`src/rtl/aes_pkg.sv`:
```
// Shared AES MixColumns definitions: field polynomial, column width,
// controller state encoding and the xtime primitive used by every lane.
package aes_pkg;

    localparam logic [7:0] AES_POLY = 8'h1B;
    localparam int         COL_W    = 32;

    typedef enum logic [1:0] {
        ST_IDLE = 2'd0,
        ST_BUSY = 2'd1,
        ST_DONE = 2'd2
    } state_e;

    // Multiply by x in GF(2^8) modulo x^8+x^4+x^3+x+1.
    function automatic logic [7:0] xtime(input logic [7:0] b);
        return {b[6:0], 1'b0} ^ (b[7] ? AES_POLY : 8'h00);
    endfunction

endpackage

```
`src/rtl/mixcol_lane.sv`:
```
// One-column MixColumns / InvMixColumns datapath (purely combinational).
// The inverse reuses the forward network after a cheap pre-conditioning step.
module mixcol_lane
    import aes_pkg::*;
(
    input  logic [COL_W-1:0] col,
    input  logic             inv,
    output logic [COL_W-1:0] res
);

    logic [7:0] a0, a1, a2, a3;
    logic [7:0] u, v;
    logic [7:0] b0, b1, b2, b3;

    always_comb begin
        a0 = col[31:24];
        a1 = col[23:16];
        a2 = col[15:8];
        a3 = col[7:0];
        u  = xtime(xtime(a0 ^ a2));
        v  = xtime(xtime(a1 ^ a3));
        // {0E,0B,0D,09} factors as {02,03,01,01} times {05,00,04,00}.
        if (inv) begin
            a0 = a0 ^ u;
            a1 = a1 ^ v;
            a2 = a2 ^ u;
            a3 = a3 ^ v;
        end
        b0 = xtime(a0) ^ xtime(a1) ^ a1 ^ a2 ^ a3;
        b1 = xtime(a1) ^ xtime(a2) ^ a2 ^ a3 ^ a0;
        b2 = xtime(a2) ^ xtime(a3) ^ a3 ^ a0 ^ a1;
        b3 = xtime(a3) ^ xtime(a0) ^ a0 ^ a1 ^ a2;
        res = {b0, b1, b2, b3};
    end

endmodule

```
`src/rtl/mixcol_iter.sv`:
```
// Iterative AES (Inv)MixColumns: accepts a 128-bit state, transforms
// COLS_PER_CYCLE columns per cycle in place, then holds the result until taken.
module mixcol_iter
    import aes_pkg::*;
#(
    parameter int COLS_PER_CYCLE = 1,
    parameter int OUT_REG        = 1
) (
    input  logic         clk,
    input  logic         rst,
    input  logic         in_valid,
    output logic         in_ready,
    input  logic [127:0] in_data,
    input  logic         in_inv,
    output logic         out_valid,
    input  logic         out_ready,
    output logic [127:0] out_data,
    output logic         busy
);

    generate
        if (!(COLS_PER_CYCLE == 1 || COLS_PER_CYCLE == 2 || COLS_PER_CYCLE == 4)) begin : g_bad_cols
            $error("mixcol_iter: COLS_PER_CYCLE must be 1, 2 or 4");
        end
    endgenerate

    state_e       state_q;
    logic [127:0] data_q;
    logic [127:0] data_nxt;
    logic         inv_q;
    logic [1:0]   col_q;
    logic         rdy_q;
    logic         last_grp;

    logic [COL_W-1:0] lane_in  [COLS_PER_CYCLE];
    logic [COL_W-1:0] lane_out [COLS_PER_CYCLE];

    assign last_grp  = (col_q == 2'(4 - COLS_PER_CYCLE));
    assign in_ready  = rdy_q && (state_q == ST_IDLE);
    assign out_valid = (state_q == ST_DONE);
    assign busy      = (state_q != ST_IDLE);

    // col_q is always a multiple of COLS_PER_CYCLE, so col_q+k never exceeds 3.
    always_comb begin
        for (int k = 0; k < COLS_PER_CYCLE; k++) begin
            lane_in[k] = data_q[127 - COL_W * (int'(col_q) + k) -: COL_W];
        end
    end

    always_comb begin
        data_nxt = data_q;
        for (int k = 0; k < COLS_PER_CYCLE; k++) begin
            data_nxt[127 - COL_W * (int'(col_q) + k) -: COL_W] = lane_out[k];
        end
    end

    genvar gi;
    generate
        for (gi = 0; gi < COLS_PER_CYCLE; gi++) begin : g_lane
            mixcol_lane u_lane (
                .col (lane_in[gi]),
                .inv (inv_q),
                .res (lane_out[gi])
            );
        end
    endgenerate

    always_ff @(posedge clk or posedge rst) begin
        if (rst) begin
            state_q <= ST_IDLE;
            data_q  <= '0;
            inv_q   <= 1'b0;
            col_q   <= 2'd0;
            rdy_q   <= 1'b0;
        end else begin
            rdy_q <= 1'b1;
            case (state_q)
                ST_IDLE: begin
                    if (in_valid && in_ready) begin
                        data_q  <= in_data;
                        inv_q   <= in_inv;
                        col_q   <= 2'd0;
                        state_q <= ST_BUSY;
                    end
                end
                ST_BUSY: begin
                    data_q <= data_nxt;
                    col_q  <= col_q + 2'(COLS_PER_CYCLE);
                    if (last_grp) begin
                        state_q <= ST_DONE;
                    end
                end
                ST_DONE: begin
                    if (out_ready) begin
                        state_q <= ST_IDLE;
                    end
                end
                default: state_q <= ST_IDLE;
            endcase
        end
    end

    generate
        if (OUT_REG != 0) begin : g_out_reg
            logic [127:0] out_q;
            always_ff @(posedge clk or posedge rst) begin
                if (rst) begin
                    out_q <= '0;
                end else if (state_q == ST_BUSY && last_grp) begin
                    out_q <= data_nxt;
                end
            end
            assign out_data = out_q;
        end else begin : g_out_comb
            // Finished state already sits in data_q once DONE is reached.
            assign out_data = data_q;
        end
    endgenerate

endmodule

```
`config.mk`:
```
export PLATFORM = sky130hd
export DESIGN_NAME = mixcol_iter
export DESIGN_NICKNAME = d
export VERILOG_FILES = /design/src/rtl/aes_pkg.sv /design/src/rtl/mixcol_lane.sv /design/src/rtl/mixcol_iter.sv
export SDC_FILE = /design/constraint.sdc
export NUM_CORES = 1
export LEC_CHECK = 0
export CORE_AREA = 2 2 266 137
export CTS_BUF_LIST = sky130_fd_sc_hd__clkbuf_4
export DETAILED_ROUTE_END_ITERATION = 16
export DIE_AREA = 0 0 268 139
export DONT_BUFFER_PORTS = 1
export HOLD_SLACK_MARGIN = 0.08
export PLACE_DENSITY = 0.52
export SYNTH_ARGS = -nofsm -noshare
export SYNTH_HDL_FRONTEND = slang
export SYNTH_SLANG_ARGS = --single-unit
```
`constraint.sdc`:
```
create_clock -name clk -period 10.6 [get_ports clk]
set_input_delay 1.59 -clock clk [delete_from_list [all_inputs] [get_ports clk]]
set_output_delay 1.59 -clock clk [all_outputs]
set_load 0.1 [all_outputs]
```
==> results of run 1 <==
## critical path: stages, from the launching register on
cell and delay, ns:
dfrtp_2 0.47, buf_4 0.59, mux4_2 0.71, xnor2_4 0.34, xnor3_1 0.52, nand2_2 0.16, xor2_4 0.23, xor2_2 0.25
xor3_1 0.62, a221oi_1 0.38, nor2_1 0.09
## metrics by stage
step                util (%)  area [um2]  cells  setup WS [ns]  hold slack [ns]
detailed placement     40.62       14270   1719          6.093           0.5028
floorplan                  -       13800   1307          1.798           0.4759
global route           42.76       15020   1822          5.757           0.5480
global placement       40.62       14270   1719          6.020           0.4961
CTS                    42.75       15020   1820          6.025           0.5223
finish                 42.76       15020   1822          6.049           0.5226
## final timing paths
path	from	endpoint	slack (ns)	depth (start not counted)
worst max-delay path	col_q[0]$_DFFE_PP0P_	out_data[69]$_DFFE_PP0P_	6.05	10
worst min-delay path	data_q[30]$_DFFE_PP0P_	data_q[30]$_DFFE_PP0P_	0.52	2
worst max register to register	col_q[0]$_DFFE_PP0P_	out_data[69]$_DFFE_PP0P_	6.05	10
worst min register to register	data_q[30]$_DFFE_PP0P_	data_q[30]$_DFFE_PP0P_	0.52	2
max in group asynchronous	rst	col_q[1]$_DFFE_PP0P_	8.11	2
min in group asynchronous	rst	data_q[28]$_DFFE_PP0P_	0.85	1
## final cells by class
cell class	count	area, um2
Fill cell	3439	20110
Multi-Input combinational cell	893	6714
Sequential cell	262	6559
Inverter	58	225.2
Antenna cell	2	5.005
Clock buffer	88	660.6
Timing Repair Buffer	22	165.2
Tap cell	484	605.6
Clock inverter	13	88.84
## registers in the layout, indices dropped and copies added, names as in the netlist
register and flops:
data_q 128, col_q 2, rdy_q 1, out_data 128
inv_q 1, state_q 2
## kinds of logic (layout without fill, tap and decap cells)
logic type	Yosys count	in the layout
buffers and inverters	152	181
multiplexers	34	34
flip-flops	262	262
AND/OR/NAND/NOR	430	430
XOR/XNOR	177	177
other	1	3
adder cells (fa/ha/maj)	4	4
AO/OA/AOI/OAI	247	247
## metal layers
| layer | part of all wire, % | vias to the layer above |
|---|---|---|
| met5 | 0.023 | - |
| met4 | 2.0 | 2 |
| met3 | 14 | 67 |
| met2 | 38 | 684 |
| met1 | 46 | 5558 |
| li1 | - | 4682 |
## placed cells by master, fill, tap and decap left out, types with 2 or more instances in the layout
master,n
clkinvlp_4,2
xnor2_4,2
xor2_1,54
a22oi_1,46
xnor3_1,18
o21ai_0,45
inv_2,5
a221oi_2,3
inv_1,54
a21oi_1,6
dfrtp_1,260
nor3_2,4
nand2_1,151
dfrtp_2,2
clkinv_1,6
nand3_1,66
nand2_2,3
diode_2,2
a221oi_1,90
a222oi_1,50
buf_4,22
xnor2_1,71
a21oi_4,3
xnor2_2,20
nor2_1,191
and2_1,2
nor2b_1,2
mux4_2,34
clkbuf_4,88
ha_1,4
xor2_2,9
o21ai_1,3
nand2b_1,6
==> results.yml, run 1 <==
outcome:
  run_status: "complete, no violations"
floorplan:
  die_w_um: 268
  pin_count: 264
  fp-row-count: 49
  core_mm2: 0.03513
  dieArea_mm2: 0.03725
  initial_utilization_pct: 39.28
  die_h_um: 139
routing:
  dr.pass1.iters: 8
  drcViolationCount: 0
  route.vias.total: 10990
  via_per_inst: 6.033
  drt_iter0_drc: 1780
  antenna_left: 0
  wl_per_cell_um: 28.62
  drt-total-wl_mm: 52.14
worst_setup_path:
  start_kind: "flip-flop"
  endpoint_kind: "flip-flop"
  arrival_ns: 5.15
  cp_max_fo: 35
  critPathKind: "flip-flop to flip-flop"
  worstPathRequired_ns: 11.20
yosys:
  post_synth_num_cell_types: 40
  synth_enable_flop_cells: 0
  synth_flop_cell: "dfrtp_1"
  synthSimpleGateAreaFrac_pct: 12.64
  netlist_top_cells_count: "262 x dfrtp_1, 191 x nor2_1, 152 x nand2_1, 90 x a221oi_1, 82 x clkbuf_1"
  syn-cell-area_mm2: 0.01380
  synth_area_per_cell_um2: 10.56
  ys_ff_latch: 262
  synthXorXnorAreaFrac_pct: 15.24
  synth_seq_area_share_pct: 47.51
  synth.top_cells.by_area: "dfrtp_1 48%, a221oi_1 5.7%, mux4_2 5.5%, nor2_1 5.2%, xnor2_1 4.5%"
  yosysMostFrequentCell: "dfrtp_1"
  synth.area.mux_share_pct: 5.549
  yosys.area.top_type: "dfrtp_1"
  synth_top_area_share_pct: 47.51
  synthAdderAreaFrac_pct: 0.3627
  synth-compound-area-share_pct: 14.29
  ys_warn_count: 0
  synth_top_family_by_area: "XOR/XNOR gates"
  synthArstFlopShare_pct: 100.0
  syn-num-nets: 1444
  synthCells: 1307
grt:
  met3_usage_pct: 12.29
  grtUsageTotal_pct: 28.26
  grt.overflow.total: 0
  grt_pass1_vias: 10730
  antenna_found_initial: 3
  grt_max_degree: 127
  grt_use_met2_pct: 34.72
  grt_pass1_wl_mm: 76.75
  top_usage_layer: "met1"
  use_met1_pct: 43.78
run:
  drv_cap: 0
sta:
  hold_viol_final: 0
  tightestPinTransition_ns: 1.188
  setup_viol: 0
  grt_setup_unrepaired: "no"
  fin_skew_ns: 0.06247
  final-max-slew-violation-count: 0
  period_share_pct: 42.93
  period_minus_slack_ns: 4.551
  max_freq_ghz: 0.2197
  fin_setup_tns_ns: 0
  timing.slew.headroom_pct: 20.61
placement:
  hpwl_mm: 36.50
  routabilityCongestion: 0.9335
  port-buffer-count: 0
finish:
  nNetsFinal: 1441
  area_growth_pct: 8.868
  layout-drive-gt1-share_pct: 15.49
clocking:
  path_clk_slew_ns: 0.08
  cts_buffer_depth: 3
  cts_tree: "yes"
  cts_setup_buffers: 0
  htree_levels: 3
  cts_resized: 0
  root_buffer: "clkbuf_4"
  insertion_delay_ns: 0.78
  cts_sinks: 262
  cts_hold_repair.buffers: 0
  cts_buffers: 67
min_path:
  hold_path.class: "flip-flop to flip-flop"
Power of run 1 is not shown: default switching activity piles up to over one toggle a cycle in this logic, so the estimate is an artifact.
==> run 2, diff against run 1 <==
Clock period 10.6 ns to 4.71 ns, I/O delays scaled along.
==> results.yml, run 2 (synthesized netlist as in run 1, its figures left out) <==
clocking:
  root_buffer: "clkbuf_4"
  cts_setup_buffers: 0
  htree_levels: 3
  path_clk_slew_ns: 0.07
  cts_buffers: 67
  cts_tree: "yes"
  cts_resized: 0
  insertion_delay_ns: 0.76
  cts_buffer_depth: 3
  cts_sinks: 262
worst_setup_path:
  critPathKind: "flip-flop to flip-flop"
  cp_max_fo: 21
  start_kind: "flip-flop"
  reg2reg_from: "col_q[0]$_DFFE_PP0P_"
  arrival_ns: 4.93
  endpoint_kind: "flip-flop"
  worstPathRequired_ns: 5.36
  startpoint: "col_q[0]$_DFFE_PP0P_"
routing:
  dr.pass1.iters: 9
  via_per_inst: 5.924
  wl_per_cell_um: 27.45
  antenna_left: 0
  drt_iter0_drc: 1590
  drcViolationCount: 0
  route.vias.total: 11660
  drt-total-wl_mm: 54.03
sta:
  fin_skew_ns: 0.04689
  period_share_pct: 90.80
  hold_viol_final: 0
  grt_setup_unrepaired: "no"
  fin_ws_ns: 0.4335
  tightestPinTransition_ns: 1.199
  final-max-slew-violation-count: 0
  fin_setup_tns_ns: 0
  setup_viol: 0
  period_minus_slack_ns: 4.277
  holdWs_ns: 0.1332
  timing.slew.headroom_pct: 19.89
  max_freq_ghz: 0.2338
floorplan:
  die_h_um: 139
  core_mm2: 0.03513
  pin_count: 264
  fp-row-count: 49
  die_w_um: 268
  initial_utilization_pct: 39.28
  dieArea_mm2: 0.03725
finish:
  multi_input_area_mm2: 0.006714
  nFillCells: 3383
  nNetsFinal: 1569
  layout-drive-gt1-share_pct: 15.56
  layout_common_cells: "260 x dfrtp_1, 191 x nor2_1, 151 x nand2_1"
  area_growth_pct: 19.09
  regArea_mm2: 0.006559
  layout_commonest_cell: "dfrtp_1"
grt:
  grt_use_met2_pct: 37.95
  top_usage_layer: "met1"
  grtUsageTotal_pct: 29.22
  grt_max_degree: 78
  grt_pass1_wl_mm: 79.90
  grt.overflow.total: 0
  use_met1_pct: 44.00
  met3_usage_pct: 11.81
  grt_pass1_vias: 11780
  antenna_found_initial: 8
placement:
  routabilityCongestion: 0.9159
  port-buffer-count: 0
  post-place-ws_ns: 0.4567
  hpwl_mm: 38.12
min_path:
  hp-start: "in_data[91]"
  hold_path.class: "primary input to flip-flop"
outcome:
  run_status: "complete, no violations"
run:
  drv_cap: 0
[run 2: through the flow]
step	std cells	utilization, %	cell area (um2)
floorplan	1307	-	13800
global placement	1738	41.15	14460
detailed placement	1738	41.15	14460
CTS	1961	46.71	16410
global route	1968	46.78	16430
finish	1968	46.78	16430
[run 2: final cells by class]
type | instances | area share, %
diodes | 6 | 0.09137
clock buffers | 92 | 4.203
clock inverters | 23 | 1.089
inverters | 58 | 1.348
multi-input cells | 893 | 40.86
flip-flops and latches | 262 | 39.91
well taps | 484 | 3.685
repair buffers | 150 | 8.817
[run 2: worst paths after layout]
check	end	slack (ns)	cells after the start
min reg2reg	data_q[30]$_DFFE_PP0P_	0.53	2
max in group asynchronous	col_q[0]$_DFFE_PP0P_	3.10	3
max reg2reg	data_q[65]$_DFFE_PP0P_	0.43	9
min	data_q[91]$_DFFE_PP0P_	0.13	2
max	data_q[65]$_DFFE_PP0P_	0.43	9
min in group asynchronous	out_data[44]$_DFFE_PP0P_	0.64	2
[run 2: critical path: stages, from the launching register on]
cell      delay (ns)
dfrtp_2         0.80
buf_12          0.28
mux4_2          0.59
xor2_2          0.42
nand2_1         0.17
xor2_1          0.50
xnor3_1         0.51
xor2_1          0.60
a222oi_1        0.20
inv_1           0.11
[run 2: repair_timing]
action	4_1_cts	5_1_grt
setup endpoints to repair	0	0
hold buffers	108	1
endpoints found under the hold margin	140	1
[run 2: per-layer routing]
metal  up-vias  routed length, um  share of wire [%]
met2       715              21540                 40
met5         -                145               0.27
met1      5885              24820                 46
li1       4958                  -                  -
met4         6                967                1.8
met3        94               6552                 12
Power of run 2 is left out for the same reason.
==> run 3, diff against run 2 <==
Settings changed: RECOVER_POWER set to 100.
==> results.yml, run 3 (synthesized netlist as in run 1, its figures left out) <==
outcome:
  run_status: "finished with violations"
  failed_checks: "max-capacitance violations, max-slew violations"
sta:
  max_freq_ghz: 0.2294
  tightestPinTransition_ns: 2.394
  timing.slew.headroom_pct: -59.59
  grt_setup_unrepaired: "no"
  fin_ws_ns: 0.3504
  hold_viol_final: 0
  fin_skew_ns: 0.04805
  setup_viol: 0
  period_minus_slack_ns: 4.360
  period_share_pct: 92.56
  fin_setup_tns_ns: 0
  final-max-slew-violation-count: 365
grt:
  antenna_found_initial: 8
  grt_pass1_wl_mm: 79.90
  grt_max_degree: 78
  grtUsageTotal_pct: 29.22
  grt_pass1_vias: 11780
  grt.overflow.total: 0
clocking:
  cts_hold_repair.buffers: 108
  root_buffer: "clkbuf_4"
  cts_resized: 0
  cts_buffer_depth: 3
  insertion_delay_ns: 0.77
  path_clk_slew_ns: 0.06
  htree_levels: 3
  cts_buffers: 67
  cts_tree: "yes"
  cts_sinks: 262
  cts_setup_buffers: 0
worst_setup_path:
  endpoint_kind: "flip-flop"
  r2r.worst_path.cells: 12
  critPathKind: "flip-flop to flip-flop"
  arrival_ns: 5.02
  cp_max_fo: 21
  startpoint: "col_q[0]$_DFFE_PP0P_"
  r2r-end: "out_data[36]$_DFFE_PP0P_"
  reg2reg_slack_ns: 0.35
  reg2reg_from: "col_q[0]$_DFFE_PP0P_"
  start_kind: "flip-flop"
  worstPathRequired_ns: 5.38
routing:
  dr.pass1.iters: 10
  wl_per_cell_um: 27.45
  antenna_left: 0
  drcViolationCount: 0
  via_per_inst: 5.903
  drt-total-wl_mm: 54.02
  route.vias.total: 11620
  drt_iter0_drc: 1570
finish:
  final_cells: 1968
  multi_input_area_mm2: 0.006620
  layout-drive-gt1-share_pct: 14.07
  area_growth_pct: 17.83
  layout_common_cells: "260 x dfrtp_1, 191 x nor2_1, 151 x nand2_1"
  nNetsFinal: 1569
  regArea_mm2: 0.006559
  layout_commonest_cell: "dfrtp_1"
  nFillCells: 3412
min_path:
  min_path_cells: 2
  hold_path.class: "primary input to flip-flop"
  whs_endpoint: "data_q[91]$_DFFE_PP0P_"
  hp-start: "in_data[91]"
placement:
  dp_cells: 1738
  port-buffer-count: 0
  hpwl_mm: 38.12
  routabilityCongestion: 0.9159
  post-place-ws_ns: 0.4567
floorplan:
  dieArea_mm2: 0.03725
  pin_count: 264
  fp-row-count: 49
  core_mm2: 0.03513
  die_h_um: 139
  initial_utilization_pct: 39.28
  die_w_um: 268
run:
  drv_cap: 7
run 3: final cells by class:
type / instances / share of cell area (%)
sequential: 262 / 40.34
antenna: 6 / 0.09234
clock inverter: 23 / 1.100
clock buffer: 92 / 4.247
inverter: 58 / 1.347
timing repair buffer: 150 / 8.441
tap: 484 / 3.724
multi-input combinational: 893 / 40.71
run 3: worst max-delay path by stage:
stage,end,slack [ns],cells after the start
2_1_floorplan,col_q[0]$_DFFE_PP0P_,0.55,1
3_3_place_gp,out_data[97]$_DFFE_PP0P_,0.48,9
3_5_place_dp,out_data[49]$_DFFE_PP0P_,0.46,10
4_1_cts,out_data[65]$_DFFE_PP0P_,0.43,9
5_1_grt,out_data[87]$_DFFE_PP0P_,0.08,11
6_report,out_data[36]$_DFFE_PP0P_,0.35,12
run 3: layer usage:
layer	up-vias	track usage (%)	share of wire (%)
met5	-	2.703	0.27
met1	5871	44.00	46
met4	6	7.586	1.9
li1	4957	-	-
met2	676	37.95	40
met3	107	11.81	12
run 3: per-stage QoR:
step	hold slack, ns	instance area, um2	util [%]
finish	0.1102	16260	46.29
global placement	0.4935	14460	41.15
detailed placement	0.5105	14460	41.15
CTS	0.08019	16410	46.71
global route	0.08428	16260	46.29
floorplan	0.4759	13800	-
run 3: critical path, stage by stage, from the launching register on:
cell,delay [ns]
dfrtp_2,0.78
buf_12,0.28
inv_1,0.18
mux4_2,0.37
nand2_2,0.13
xor2_1,0.74
xnor2_1,0.34
buf_4,0.25
xnor3_1,0.21
xor2_1,0.16
clkbuf_1,0.47
a221oi_1,0.17
nor2_1,0.18
Power of run 3 is left out for the same reason.
